## src/rtl/ysyx_25030093_ifu_if.sv

```systemverilog
// Signal bundle between the instruction fetch unit, the PC register, the read bus and decode.
// The master modport is the fetch unit's view; slave is everything around it.
interface ysyx_25030093_ifu_if #(
  parameter int CNT_W = 32
);
  logic [31:0]      pc_in;
  logic             next_fetch;
  logic [31:0]      araddr;
  logic             arvalid;
  logic             arready;
  logic [31:0]      rdata;
  logic [1:0]       rresp;
  logic             rvalid;
  logic             rready;
  logic [31:0]      inst;
  logic [31:0]      inst_pc;
  logic             inst_valid;
  logic             inst_ready;
  logic [1:0]       fault_code;
  logic [CNT_W-1:0] fetch_cnt;

  modport master (
    input  pc_in, next_fetch, arready, rdata, rresp, rvalid, inst_ready,
    output araddr, arvalid, rready, inst, inst_pc, inst_valid, fault_code, fetch_cnt
  );

  modport slave (
    output pc_in, next_fetch, arready, rdata, rresp, rvalid, inst_ready,
    input  araddr, arvalid, rready, inst, inst_pc, inst_valid, fault_code, fetch_cnt
  );
endinterface

```

## src/rtl/ysyx_25030093_ifu.sv

```systemverilog
// Instruction fetch unit: reads the word at pc_in over the valid/ready bus, holds it for decode,
// and waits for the PC register to advance. Flags misaligned, bus-error and timeout fetches.
module ysyx_25030093_ifu #(
  parameter int TIMEOUT = 255,
  parameter int CNT_W   = 32
) (
  input logic                clk,
  input logic                rst,
  ysyx_25030093_ifu_if.master bus
);

  typedef enum logic [2:0] {
    S_IDLE,
    S_AR,
    S_R,
    S_OUT,
    S_WAIT
  } state_t;

  localparam logic [31:0] TIMER_LAST = 32'(TIMEOUT - 1);

  state_t           state;
  state_t           state_next;
  logic [31:0]      timer;
  logic [31:0]      araddr_q;
  logic [31:0]      inst_q;
  logic [31:0]      inst_pc_q;
  logic [1:0]       fault_q;
  logic [CNT_W-1:0] cnt_q;
  logic             misaligned;
  logic             ar_done;
  logic             r_done;
  logic             expired;

  assign misaligned = (bus.pc_in[1:0] != 2'b00);
  assign ar_done    = (state == S_AR) && bus.arready;
  assign r_done     = (state == S_R) && bus.rvalid;
  // ">=" keeps the watchdog alive after an address handshake that won on the final cycle
  assign expired    = (TIMEOUT != 0) && ((state == S_AR) || (state == S_R)) && (timer >= TIMER_LAST);

  always_ff @(posedge clk) begin
    if (rst) state <= S_IDLE;
    else     state <= state_next;
  end

  always_comb begin
    state_next = state;
    case (state)
      S_IDLE: state_next = misaligned ? S_OUT : S_AR;
      S_AR: begin
        if (ar_done)      state_next = S_R;
        else if (expired) state_next = S_OUT;
      end
      S_R: begin
        if (r_done || expired) state_next = S_OUT;
      end
      S_OUT:  if (bus.inst_ready) state_next = S_WAIT;
      S_WAIT: if (bus.next_fetch) state_next = S_IDLE;
      default: state_next = S_IDLE;
    endcase
  end

  always_comb begin
    bus.arvalid    = (state == S_AR);
    bus.rready     = (state == S_R);
    bus.inst_valid = (state == S_OUT);
  end

  always_ff @(posedge clk) begin
    if (rst) begin
      araddr_q  <= '0;
      inst_pc_q <= '0;
      inst_q    <= '0;
      fault_q   <= 2'b00;
      cnt_q     <= '0;
      timer     <= '0;
    end else begin
      case (state)
        S_IDLE: begin
          araddr_q  <= bus.pc_in;
          inst_pc_q <= bus.pc_in;
          timer     <= '0;
          if (misaligned) begin
            inst_q  <= '0;
            fault_q <= 2'b01;
          end
        end
        S_AR, S_R: begin
          timer <= timer + 32'd1;
          if (r_done) begin
            inst_q  <= bus.rdata;
            fault_q <= (bus.rresp != 2'b00) ? 2'b10 : 2'b00;
          end else if (expired && !ar_done) begin
            inst_q  <= '0;
            fault_q <= 2'b11;
          end
        end
        S_OUT: begin
          if (bus.inst_ready) cnt_q <= cnt_q + CNT_W'(1);
        end
        default: ;
      endcase
    end
  end

  assign bus.araddr     = araddr_q;
  assign bus.inst       = inst_q;
  assign bus.inst_pc    = inst_pc_q;
  assign bus.fault_code = fault_q;
  assign bus.fetch_cnt  = cnt_q;

endmodule
```

## src/flat_wrapper.sv

```systemverilog
// flat-port wrapper written by rule: the top's interface ports become plain ports
module ysyx_25030093_ifu_flat 
#(
  parameter int TIMEOUT = 255,
  parameter int CNT_W   = 32
)
  (clk, rst, bus_pc_in, bus_next_fetch, bus_arready, bus_rdata, bus_rresp, bus_rvalid, bus_inst_ready, bus_araddr, bus_arvalid, bus_rready, bus_inst, bus_inst_pc, bus_inst_valid, bus_fault_code, bus_fetch_cnt);
  ysyx_25030093_ifu_if #(.CNT_W(CNT_W)) bus_i ();
  input logic clk;
  input logic rst;
  input wire logic [$bits(bus_i.pc_in)-1:0] bus_pc_in;
  input wire logic [$bits(bus_i.next_fetch)-1:0] bus_next_fetch;
  input wire logic [$bits(bus_i.arready)-1:0] bus_arready;
  input wire logic [$bits(bus_i.rdata)-1:0] bus_rdata;
  input wire logic [$bits(bus_i.rresp)-1:0] bus_rresp;
  input wire logic [$bits(bus_i.rvalid)-1:0] bus_rvalid;
  input wire logic [$bits(bus_i.inst_ready)-1:0] bus_inst_ready;
  output wire logic [$bits(bus_i.araddr)-1:0] bus_araddr;
  output wire logic [$bits(bus_i.arvalid)-1:0] bus_arvalid;
  output wire logic [$bits(bus_i.rready)-1:0] bus_rready;
  output wire logic [$bits(bus_i.inst)-1:0] bus_inst;
  output wire logic [$bits(bus_i.inst_pc)-1:0] bus_inst_pc;
  output wire logic [$bits(bus_i.inst_valid)-1:0] bus_inst_valid;
  output wire logic [$bits(bus_i.fault_code)-1:0] bus_fault_code;
  output wire logic [$bits(bus_i.fetch_cnt)-1:0] bus_fetch_cnt;
  assign bus_i.pc_in = bus_pc_in;
  assign bus_i.next_fetch = bus_next_fetch;
  assign bus_i.arready = bus_arready;
  assign bus_i.rdata = bus_rdata;
  assign bus_i.rresp = bus_rresp;
  assign bus_i.rvalid = bus_rvalid;
  assign bus_i.inst_ready = bus_inst_ready;
  assign bus_araddr = bus_i.araddr;
  assign bus_arvalid = bus_i.arvalid;
  assign bus_rready = bus_i.rready;
  assign bus_inst = bus_i.inst;
  assign bus_inst_pc = bus_i.inst_pc;
  assign bus_inst_valid = bus_i.inst_valid;
  assign bus_fault_code = bus_i.fault_code;
  assign bus_fetch_cnt = bus_i.fetch_cnt;
  ysyx_25030093_ifu #(.TIMEOUT(TIMEOUT), .CNT_W(CNT_W)) u_core (.clk(clk), .rst(rst), .bus(bus_i));
endmodule
```

## config.mk

```make
export PLATFORM = sky130hd
export DESIGN_NAME = ysyx_25030093_ifu_flat
export DESIGN_NICKNAME = d
export VERILOG_FILES = /design/src/rtl/ysyx_25030093_ifu_if.sv /design/src/rtl/ysyx_25030093_ifu.sv /design/src/flat_wrapper.sv
export SDC_FILE = /design/constraint.sdc
export NUM_CORES = 1
export LEC_CHECK = 0
export CORE_UTILIZATION = 45
export CTS_CLUSTER_SIZE = 10
export DETAILED_ROUTE_END_ITERATION = 12
export HOLD_SLACK_MARGIN = 0.06
export PLACE_DENSITY = 0.81
export SLEW_MARGIN = 20
export SYNTH_ARGS = -nofsm -noshare
export SYNTH_HDL_FRONTEND = slang
export SYNTH_SLANG_ARGS = --single-unit
```

## constraint.sdc

```tcl
create_clock -name clk -period 2.5 [get_ports clk]
set_input_delay 0.625 -clock clk [delete_from_list [all_inputs] [get_ports clk]]
set_output_delay 0.625 -clock clk [all_outputs]
set_load 0.03 [all_outputs]
```

# ---- Word-level counts from Yosys, hierarchy flattened
# Cells that the tools add are included.
dict set report totals {
  register_bits 133
  output_inout_bits 133
}
dict set report classes {
  magnitude_cmp 1
  add_sub_neg 2
  reduce_logical 15
  muxes 17
  eq_ne 10
}
# cell n
set ops {}
lappend ops {{32-bit one-hot mux with 2 select lines} 2}
lappend ops {{32-bit two-way mux} 3}
lappend ops {{32-bit by 1-bit adder with 32-bit output (second input constant)} 2}
lappend ops {{32-bit by 8-bit >= comparator with 1-bit output (second input constant)} 1}
lappend ops {{3-bit two-way mux} 5}
lappend ops {{3-bit one-hot mux with 5 select lines} 1}
lappend ops {{2-bit two-way mux} 5}
lappend ops {{3-bit by 2-bit == test with 1-bit output (second input constant)} 2}
lappend ops {{3-bit by 1-bit != test with 1-bit output (second input constant)} 2}
lappend ops {{2-bit nonzero test} 3}
lappend ops {{1-bit logical AND} 4}
lappend ops {{2-bit by 1-bit != test with 1-bit output (second input constant)} 2}
lappend ops {{2-bit != test (second input constant)} 2}
lappend ops {{2-bit one-hot mux with 2 select lines} 1}
lappend ops {{4-bit AND reduction} 1}
lappend ops {{3-bit by 1-bit == test with 1-bit output (second input constant)} 1}
lappend ops {{3-bit == test (second input constant)} 1}
lappend ops {{3-bit logical NOT} 1}
lappend ops {{3-bit AND reduction} 1}
lappend ops {{1-bit logical OR} 2}
lappend ops {{2-bit AND reduction} 1}
lappend ops {{2-bit OR reduction} 1}
lappend ops {{1-bit logical NOT} 1}

# ---- Logic depth before layout (Yosys ltp)
# Gate-level depths: netlist (run 1).
dict set report depth {
  depth_word 7
  mapped_depth 8
  depth_no_buf 7
}

# ---- Worst setup path after synthesis (run 1)
# OpenSTA, ideal clock, no wires.
dict set report synth_path {
  path_type {register to register}
  from {register u_core.cnt_q[6], in the netlist u_core.bus.fetch_cnt[6]}
  to {register u_core.cnt_q[26], in the netlist u_core.bus.fetch_cnt[26]}
  path_stages_with_launch 7
  required_time_ns 2.379
  setup_ns 0.121
  slack_ns 0.312
  arrival_ns 2.068
  n_path_buf 1
  cell_sequence {dfxtp_1 and4_1 nand3_1 clkbuf_1 nor3_1 nand3_1 mux2_2}
}
dict set report synth_between {
  elab_chain_cells 1
}
# element line_no
set synth_lines {}
lappend synth_lines {{start: declaration} ysyx_25030093_ifu.sv:29} ;# logic [CNT_W-1:0] cnt_q;
lappend synth_lines {{start signal: assignment} ysyx_25030093_ifu.sv:99} ;# if (bus.inst_ready) cnt_q <= cnt_q + CNT_W'(1);
lappend synth_lines {{32-bit by 1-bit adder with 32-bit output} ysyx_25030093_ifu.sv:99}
# Every way passes these cells.
# A chain may end at the register's enable or synchronous reset.

# ---- Final worst setup path (run 1)
dict set report layout_path {
  from {register u_core.state[1]}
  to {output port bus_inst_valid}
}
dict set report layout_between {
  elab_chain_cells 1
}
# element line_no
set layout_lines {}
lappend layout_lines {{start: declaration} ysyx_25030093_ifu.sv:22} ;# state_t state;
lappend layout_lines {{start signal: assignment} ysyx_25030093_ifu.sv:43} ;# else state <= state_next;
lappend layout_lines {{3-bit by 2-bit == test with 1-bit output} ysyx_25030093_ifu.sv:66} ;# bus.inst_valid = (state == S_OUT);
lappend layout_lines {{end: declaration} flat_wrapper.sv:23} ;# output wire logic [$bits(bus_i.inst_valid)-1:0] bus_inst_valid;
# Every way passes these cells.

==> impl_metrics.json, run 1 <==
{
  "synth_top_family_by_area": "simple AND/OR/NAND/NOR gates",
  "required_ns": 1.88,
  "synth-adder-area-share": 0.006481,
  "syn_inst": 685,
  "layout.nets": 945,
  "p_int_mw": 4.493,
  "antenna_cells": 0,
  "power_frac_comb": 0.266,
  "synth-seq-area-share": 0.4597,
  "ant_nets": 0,
  "die_width_um": 115.5,
  "wl_per_cell_um": 15.55,
  "dp_hpwl_mm": 11.51,
  "cts_max_level": 4,
  "met3_length_mm": 1.318,
  "slew_headroom": 0.6147,
  "wl_met1_mm": 6.452,
  "first_pass_iters": 5,
  "place_area_um2": 7948,
  "arrival_ns": 1.79,
  "critPathKind": "flop to primary output",
  "grt_remaining_overflow": 0,
  "drive_gt1_frac": 0.09287,
  "power_leakage_nw": 3.085,
  "cp_num_buf_inv": 1,
  "die-area_um2": 13330,
  "holdCritStartpoint": "u_core.bus.araddr[7]$_SDFFE_PP0P_",
  "synth.distinct_cells": 56,
  "period_needed_ns": 2.413,
  "timing.rr.start": "u_core.timer[2]$_SDFFE_PP0P_",
  "power_frac_seq": 0.360,
  "clk_pin_slew_ns": 0.06,
  "top_layer_used": "met4",
  "drt_wl_total_mm": 16.40,
  "syn-num-nets": 760,
  "clock_latency_ns": 0.42,
  "fin_area_um2": 8543,
  "synth_edf_count": 0,
  "dr_wl_met2_mm": 8.247,
  "io_pins": 205,
  "final_common_cell": "clkdlybuf4s50_1",
  "initial_utilization": 0.4608,
  "area_growth_pct": 47.50,
  "path_cells": "and3b_1, clkdlybuf4s50_1",
  "core_um2": 12570,
  "reg2reg_depth": 5,
  "rsz0062_at_grt": "false",
  "cp-end-kind": "primary output",
  "critPathTopFamily": "buffers and inverters",
  "numCtsBuffers": 17,
  "first_iter_violations": 297,
  "drc_errors": 0,
  "drv_cap": 0,
  "worst_pin_slew_ns": 0.5735,
  "async_flop_share": 0,
  "slowest_stage": "clkdlybuf4s50_1",
  "cts_buffer_depth": 2,
  "avgSynthCellArea_um2": 8.455,
  "period_share": 0.9653,
  "reg2reg_slack_ns": 0.16,
  "hold_path.class": "flop to flop",
  "r2r-end": "u_core.timer[29]$_SDFFE_PP0P_",
  "fillCellCount": 1002,
  "synthSimpleGateAreaFrac": 0.2417,
  "die_h_um": 115.5,
  "grt_pass1_vias": 5621,
  "fin_tns_setup_ns": 0,
  "grt_max_degree": 91,
  "grt_pass1_wl_mm": 26.48,
  "yosys_warnings": 0,
  "cpPeakStageDelay_ns": 0.67,
  "synth_mux_area_frac": 0.005617,
  "slew_violations": 0,
  "yosys_most_used_dff": "dfxtp_1",
  "cts_tree": "yes",
  "grt_usage": 0.2528,
  "clock-sinks": 133,
  "power_mw": 6.661,
  "finalSetupViolCount": 0,
  "hold_viol_final": 0,
  "vias": 5782,
  "drt-vias-per-instance": 5.481,
  "switchingPower_mw": 2.168,
  "gp_congestion": 0.8600,
  "synth_area_um2": 5792,
  "synth-seq-cells": 133,
  "cp_max_fo": 13,
  "status": "finished clean",
  "synthXorXnorAreaFrac": 0.02873,
  "swShare": 0.3255,
  "timing.fmax_ghz": 0.4144,
  "crit_path_start_kind": "flop",
  "most-common-layout-cells": "clkdlybuf4s50_1 (202), dfxtp_1 (132), nand2_1 (98)",
  "rows": 41,
  "skew_ns": 0.01017,
  "peakVddDrop_v": 0.0005054,
  "power_frac_clock": 0.374,
  "multi_input_area_um2": 2738,
  "hold_depth": 2,
  "seqCellArea_um2": 2664,
  "whs_endpoint": "u_core.bus.araddr[7]$_SDFFE_PP0P_",
  "synth-compound-area-share": 0.1877,
  "p_per_area_nw_per_um2": 779.7,
  "cts-root-buf": "clkbuf_16",
  "grt_antenna_before_repair": 0,
  "port_buffers": 204
}
-- power by group through the flow --
stage	registers (mW)	clock network (mW)	logic [mW]
detailed placement	2.44	0	1.77
global placement	2.43	0	1.73
CTS	2.40	2.52	1.78
global route	2.42	2.63	1.91
finish	2.40	2.49	1.77
floorplan	2.66	0	0.869
-- cell type report --
class / count / area share
well taps: 172 / 0.02519
inverters: 8 / 0.003515
clock buffers: 17 / 0.04979
repair buffers: 233 / 0.2695
multi-input cells: 477 / 0.3204
flip-flops and latches: 133 / 0.3118
clock inverters: 15 / 0.01977
-- cell usage after synthesis, drive strengths merged (2+ instances only) --
master | number | area share
and4b | 2 | 0.0035
o31ai | 2 | 0.0026
o21ai | 33 | 0.029
dfxtp | 133 | 0.46
nand4 | 20 | 0.022
nor4 | 14 | 0.016
a31o | 4 | 0.0060
nand3b | 2 | 0.0026
nand2b | 8 | 0.0086
and4 | 7 | 0.011
or4b | 4 | 0.0069
nor3 | 15 | 0.013
xor2 | 9 | 0.014
a31oi | 13 | 0.014
a41oi | 3 | 0.0045
a22o | 32 | 0.048
nand2 | 98 | 0.064
inv | 8 | 0.0052
a21o | 3 | 0.0039
mux2 | 2 | 0.0039
and3 | 7 | 0.0076
clkbuf | 30 | 0.019
ha | 3 | 0.0065
xnor2 | 10 | 0.015
o211ai | 4 | 0.0052
and2 | 2 | 0.0022
a21oi | 67 | 0.058
or3 | 9 | 0.0097
nor2 | 53 | 0.034
o311ai | 2 | 0.0030
buf | 37 | 0.045
or4 | 6 | 0.0091
nand3 | 27 | 0.024
-- worst register-to-register path, delay by kind of cell, from the launching register on --
family           cells  cell delay, ns
DFF                  1            0.45
and+or+nand+nor      5            1.82
-- cell families (layout without fill, tap and decap cells) --
group	Yosys count	count (layout)
fa+ha+maj	3	3
simple gates	280	280
xor+xnor	19	19
buf+inv	75	273
compound gates	172	172
mux	3	3
flops	133	133
-- worst max path at each step --
stage	from	endpoint	slack, ns	depth (start not counted)
2_1_floorplan	u_core.bus.fetch_cnt[6]$_SDFFE_PP0P_	u_core.bus.fetch_cnt[26]$_SDFFE_PP0P_	0.31	6
3_3_place_gp	bus_inst_ready	u_core.bus.fetch_cnt[29]$_SDFFE_PP0P_	-0.05	6
3_5_place_dp	bus_inst_ready	u_core.bus.fetch_cnt[27]$_SDFFE_PP0P_	-0.08	6
4_1_cts	u_core.state[1]$_SDFFE_PP0P_	bus_inst_valid	0.07	2
5_1_grt	u_core.state[1]$_SDFFE_PP0P_	bus_inst_valid	0.01	2
6_report	u_core.state[1]$_SDFFE_PP0P_	bus_inst_valid	0.09	2
-- stage by stage --
stage          worst slack, ns  utilization  cells  hold WS (ns)
2_1_floorplan           0.3117            -    685        0.4521
3_3_place_gp          -0.05054       0.6324   1023        0.4547
3_5_place_dp          -0.07829       0.6324   1023        0.4562
4_1_cts                0.06979       0.6797   1055        0.4714
5_1_grt                0.01391       0.6797   1055        0.4870
6_report               0.08670       0.6797   1055        0.4658
-- what timing repair did --
action,in CTS,in global routing
hold buffers,0,0
setup buffers,0,0
resized for setup,1,0
setup endpoints to repair,2,0
-- routing by layer --
| metal | GRT usage | up-vias |
|---|---|---|
| met5 | 0 | - |
| met4 | 0.1160 | 0 |
| met3 | 0.08996 | 30 |
| met2 | 0.4339 | 230 |
| met1 | 0.2803 | 2703 |
| li1 | - | 2819 |
-- state kept, by name, summed over array words and instances (netlist names) --
signal,cells
u_core.state,3
u_core.bus.araddr,32
u_core.bus.fetch_cnt,32
u_core.bus.inst,32
u_core.bus.fault_code,2
u_core.timer,32
Note: power is estimated with default switching activity, not from simulation.
==> run 2: changes to the inputs <==
--- a/config.mk
+++ b/config.mk
@@ -8,6 +8,7 @@
 export CORE_UTILIZATION = 45
 export CTS_CLUSTER_SIZE = 10
 export DETAILED_ROUTE_END_ITERATION = 12
+export GPL_TIMING_DRIVEN = 0
 export HOLD_SLACK_MARGIN = 0.06
 export PLACE_DENSITY = 0.81
 export SLEW_MARGIN = 20
==> impl_metrics.json, run 2 (synthesis gave the netlist of run 1 again) <==
{
  "io_pins": 205,
  "drt-vias-per-instance": 5.410,
  "antenna_cells": 0,
  "ant_nets": 0,
  "wl_per_cell_um": 15.59,
  "status": "finished clean",
  "slew_headroom": 0.2928,
  "drive_gt1_frac": 0.1033,
  "path_cells": "clkbuf_2, nor3b_1, clkdlybuf4s15_1",
  "clock-sinks": 133,
  "hold_viol_final": 0,
  "cts_tree": "yes",
  "drc_errors": 0,
  "cts_buffer_depth": 2,
  "die_h_um": 115.5,
  "drv_cap": 0,
  "cp-end-kind": "primary output",
  "rows": 41,
  "vias": 5908,
  "fillCellCount": 1002,
  "hold_path.class": "flop to flop",
  "rsz0062_at_grt": "false",
  "grt_max_degree": 17,
  "arrival_ns": 1.77,
  "grt_remaining_overflow": 0,
  "fin_hold_ws_ns": 0.4692,
  "timing.fmax_ghz": 0.4178,
  "period_share": 0.9573,
  "clk_pin_slew_ns": 0.06,
  "finalSetupViolCount": 0,
  "layout.nets": 982,
  "die_width_um": 115.5,
  "peakVddDrop_v": 0.0003703,
  "power_leakage_nw": 3.156,
  "area_growth_pct": 49.21,
  "drt_wl_total_mm": 17.03,
  "worst_pin_slew_ns": 1.053,
  "cts_max_level": 4,
  "grt_pass1_wl_mm": 26.60,
  "most-common-layout-cells": "clkdlybuf4s50_1 (199), dfxtp_1 (133), nand2_1 (98)",
  "critPathKind": "flop to primary output",
  "slowest_stage": "dfxtp_1",
  "p_per_area_nw_per_um2": 761.1,
  "grt_pass1_vias": 5514,
  "gp_congestion": 0.8647,
  "cts-root-buf": "clkbuf_16",
  "skew_ns": 0.005902,
  "clock_latency_ns": 0.42,
  "required_ns": 1.88,
  "cp_num_buf_inv": 2,
  "grt_usage": 0.2548,
  "power_mw": 6.578,
  "period_needed_ns": 2.393,
  "grt_antenna_before_repair": 0,
  "numCtsBuffers": 17,
  "cpPeakStageDelay_ns": 0.44,
  "die-area_um2": 13330,
  "cts_setup_buffers": 0,
  "initial_utilization": 0.4608,
  "final_common_cell": "clkdlybuf4s50_1",
  "crit_path_start_kind": "flop",
  "slew_violations": 0,
  "cts_hold_buf": 0,
  "port_buffers": 203,
  "critPathTopFamily": "buffers and inverters",
  "cp_max_fo": 10,
  "first_iter_violations": 405,
  "core_um2": 12570,
  "first_pass_iters": 5,
  "dp_hpwl_mm": 12.15
}
-- run 2: worst paths after layout --
check             slack, ns                           endpoint                         startpoint  depth (start not counted)
hold reg to reg        0.47  u_core.bus.araddr[1]$_SDFFE_PP0P_  u_core.bus.araddr[1]$_SDFFE_PP0P_                          2
hold / removal         0.47  u_core.bus.araddr[1]$_SDFFE_PP0P_  u_core.bus.araddr[1]$_SDFFE_PP0P_                          2
setup / recovery       0.11                        bus_arvalid       u_core.state[0]$_SDFFE_PP0P_                          3
setup reg to reg       0.13      u_core.timer[29]$_SDFFE_PP0P_       u_core.timer[1]$_SDFFE_PP0P_                          5
-- run 2: worst reg2reg max path, delay by kind of cell (launching register included) --
kind          cells  cell delay [ns]
simple gates      5             1.86
flops             1             0.44
-- run 2: stage by stage --
step	TNS (ns)	instances	util	instance area (um^2)	setup slack, ns
floorplan	0	685	-	5792	0.3117
global placement	-21.22	1060	0.6396	8039	-0.5422
detailed placement	-22.67	1060	0.6396	8039	-0.5763
finish	0	1092	0.6876	8642	0.1067
global route	0	1092	0.6876	8642	0.003048
CTS	0	1092	0.6846	8605	0.02788
-- run 2: power breakdown --
| part | leakage [nW] | internal [mW] | switching (mW) |
|---|---|---|---|
| combinational | 1.82 | 0.786 | 1.08 |
| sequential | 1.08 | 2.27 | 0.119 |
| clock | 0.261 | 1.38 | 0.944 |
-- run 2: per-layer routing --
metal,global-route usage,vias to the layer above,part of all wire
met4,0.09091,0,0.017
li1,-,2892,-
met1,0.3094,2783,0.41
met2,0.4263,207,0.50
met3,0.07793,26,0.079
met5,0,-,0
-- run 2: layout make-up --
type                       instances  area [um^2]  area share
tap                              172        215.2     0.02490
sequential                       133         2663      0.3081
clock buffer                      19        442.9     0.05125
buffer                            67        385.4     0.04459
multi-input combinational        477         2768      0.3203
inverter                           8        30.03    0.003475
clock inverter                    13        110.1     0.01274
timing repair buffer             203         2028      0.2347
-- run 2: repair_timing --
| action | 4_1_cts | 5_1_grt |
|---|---|---|
| endpoints found under the setup margin | 36 | 39 |
| gates cloned | 0 | 0 |
| resized for setup | 9 | 17 |
==> run 3: changes to the inputs <==
--- a/config.mk
+++ b/config.mk
@@ -5,10 +5,10 @@
 export SDC_FILE = /design/constraint.sdc
 export NUM_CORES = 1
 export LEC_CHECK = 0
+export CORE_MARGIN = 2
 export CORE_UTILIZATION = 45
 export CTS_CLUSTER_SIZE = 10
 export DETAILED_ROUTE_END_ITERATION = 12
-export GPL_TIMING_DRIVEN = 0
 export HOLD_SLACK_MARGIN = 0.06
 export PLACE_DENSITY = 0.81
 export SLEW_MARGIN = 20
==> impl_metrics.json, run 3 (synthesis gave the netlist of run 1 again) <==
{
  "hold_path.class": "flop to flop",
  "fin_hold_ws_ns": 0.4672,
  "period_share": 0.9496,
  "grt_usage": 0.2394,
  "cts_tree": "yes",
  "cts_buffer_depth": 2,
  "clk_pin_slew_ns": 0.05,
  "die_width_um": 117.5,
  "power_leakage_nw": 3.077,
  "period_needed_ns": 2.374,
  "grt_pass1_vias": 5600,
  "grt_antenna_before_repair": 0,
  "clock-sinks": 133,
  "most-common-layout-cells": "clkdlybuf4s50_1 (201), dfxtp_1 (131), nand2_1 (98)",
  "core_um2": 12570,
  "cp_max_fo": 15,
  "wl_per_cell_um": 15.70,
  "grt_remaining_overflow": 0,
  "slew_violations": 0,
  "initial_utilization": 0.4608,
  "worst_pin_slew_ns": 0.6830,
  "port_buffers": 204,
  "first_iter_violations": 326,
  "drt_wl_total_mm": 16.50,
  "ant_nets": 0,
  "io_pins": 205,
  "numCtsBuffers": 17,
  "drt-vias-per-instance": 5.498,
  "final_core_utilization": 0.6781,
  "critPathKind": "flop to primary output",
  "cts_max_level": 4,
  "layout.nets": 941,
  "drive_gt1_frac": 0.08646,
  "rsz0062_at_grt": "false",
  "finalSetupViolCount": 0,
  "clock_latency_ns": 0.42,
  "arrival_ns": 1.75,
  "drc_errors": 0,
  "final_common_cell": "clkdlybuf4s50_1",
  "slew_headroom": 0.5447,
  "dp_hpwl_mm": 11.60,
  "grt_pass1_wl_mm": 27.17,
  "required_ns": 1.88,
  "skew_ns": 0.007725,
  "p_per_area_nw_per_um2": 787.9,
  "status": "finished clean",
  "peakVddDrop_v": 0.0004097,
  "vias": 5778,
  "die_h_um": 117.5,
  "grt_max_degree": 55,
  "dp.cells": 1019,
  "die-area_um2": 13790,
  "rows": 41,
  "antenna_cells": 0,
  "cp-end-kind": "primary output",
  "drv_cap": 0,
  "timing.fmax_ghz": 0.4212,
  "gp_congestion": 0.8723,
  "hold_viol_final": 0,
  "instances_no_fill": 1051,
  "area_growth_pct": 47.16,
  "first_pass_iters": 5,
  "cts-root-buf": "clkbuf_16",
  "crit_path_start_kind": "flop"
}
[run 3: cell count changes in the layout (fill, tap and decap cells not counted), sizes merged]
| cell | before | now |
|---|---|---|
| clkbuf | 51 | 24 |
| buf | 36 | 27 |
| clkinv | 7 | 2 |
| bufinv | 1 | 4 |
| clkinvlp | 5 | 2 |
| clkdlybuf4s50 | 199 | 201 |
| clkdlybuf4s15 | 1 | 0 |
| dlygate4sd2 | 1 | 0 |
[run 3: per-stage QoR]
| step | cell area (um^2) | setup slack (ns) | power [mW] | setup TNS (ns) |
|---|---|---|---|---|
| finish | 8523 | 0.1259 | 6.715 | 0 |
| global route | 8523 | 0.04883 | 6.984 | 0 |
| CTS | 8511 | 0.06199 | 6.759 | 0 |
| detailed placement | 7898 | -0.07523 | 4.174 | -0.1609 |
| global placement | 7893 | -0.03645 | 4.133 | -0.07232 |
| floorplan | 5792 | 0.3117 | 3.530 | 0 |
[run 3: final cells by class]
cell class	count	area, um^2
Tap cell	172	215.2
Inverter	8	30.03
Clock buffer	24	461.7
Fill cell	987	4045
Multi-Input combinational cell	477	2753
Clock inverter	8	148.9
Timing Repair Buffer	229	2250
Sequential cell	133	2665
[run 3: critical path, cell delays in order (launching register included)]
cell and delay [ns]:
dfxtp_2 0.47, and3b_1 0.20, clkdlybuf4s50_1 0.66
[run 3: repair_timing]
action / 4_1_cts / 5_1_grt
endpoints found under the hold margin: 0 / 0
setup endpoints to repair: 2 / 3
pin swaps: 0 / 0
gates cloned: 0 / 0
resized for setup: 2 / 3
setup buffers: 0 / 0
hold buffers: 0 / 0
[run 3: where the power goes]
group,internal (mW),total [mW],switching (mW),leakage (nW)
registers,2.27,2.40,0.133,1.08
logic,0.706,1.73,1.02,1.71
clock network,1.69,2.59,0.891,0.289
[run 3: final timing paths]
path / startpoint / endpoint / slack, ns / depth (start not counted)
max reg2reg: u_core.timer[8]$_SDFFE_PP0P_ / u_core.timer[29]$_SDFFE_PP0P_ / 0.14 / 5
min: u_core.bus.araddr[9]$_SDFFE_PP0P_ / u_core.bus.araddr[9]$_SDFFE_PP0P_ / 0.47 / 2
max: u_core.state[0]$_SDFFE_PP0P_ / bus_inst_valid / 0.13 / 2
min reg2reg: u_core.bus.araddr[9]$_SDFFE_PP0P_ / u_core.bus.araddr[9]$_SDFFE_PP0P_ / 0.47 / 2
[run 3: routing by layer]
metal / track usage / routed length, um
met5: 0 / 0
met2: 0.4112 / 8204
met3: 0.08479 / 1331
met4: 0.08434 / 262
met1: 0.2763 / 6699
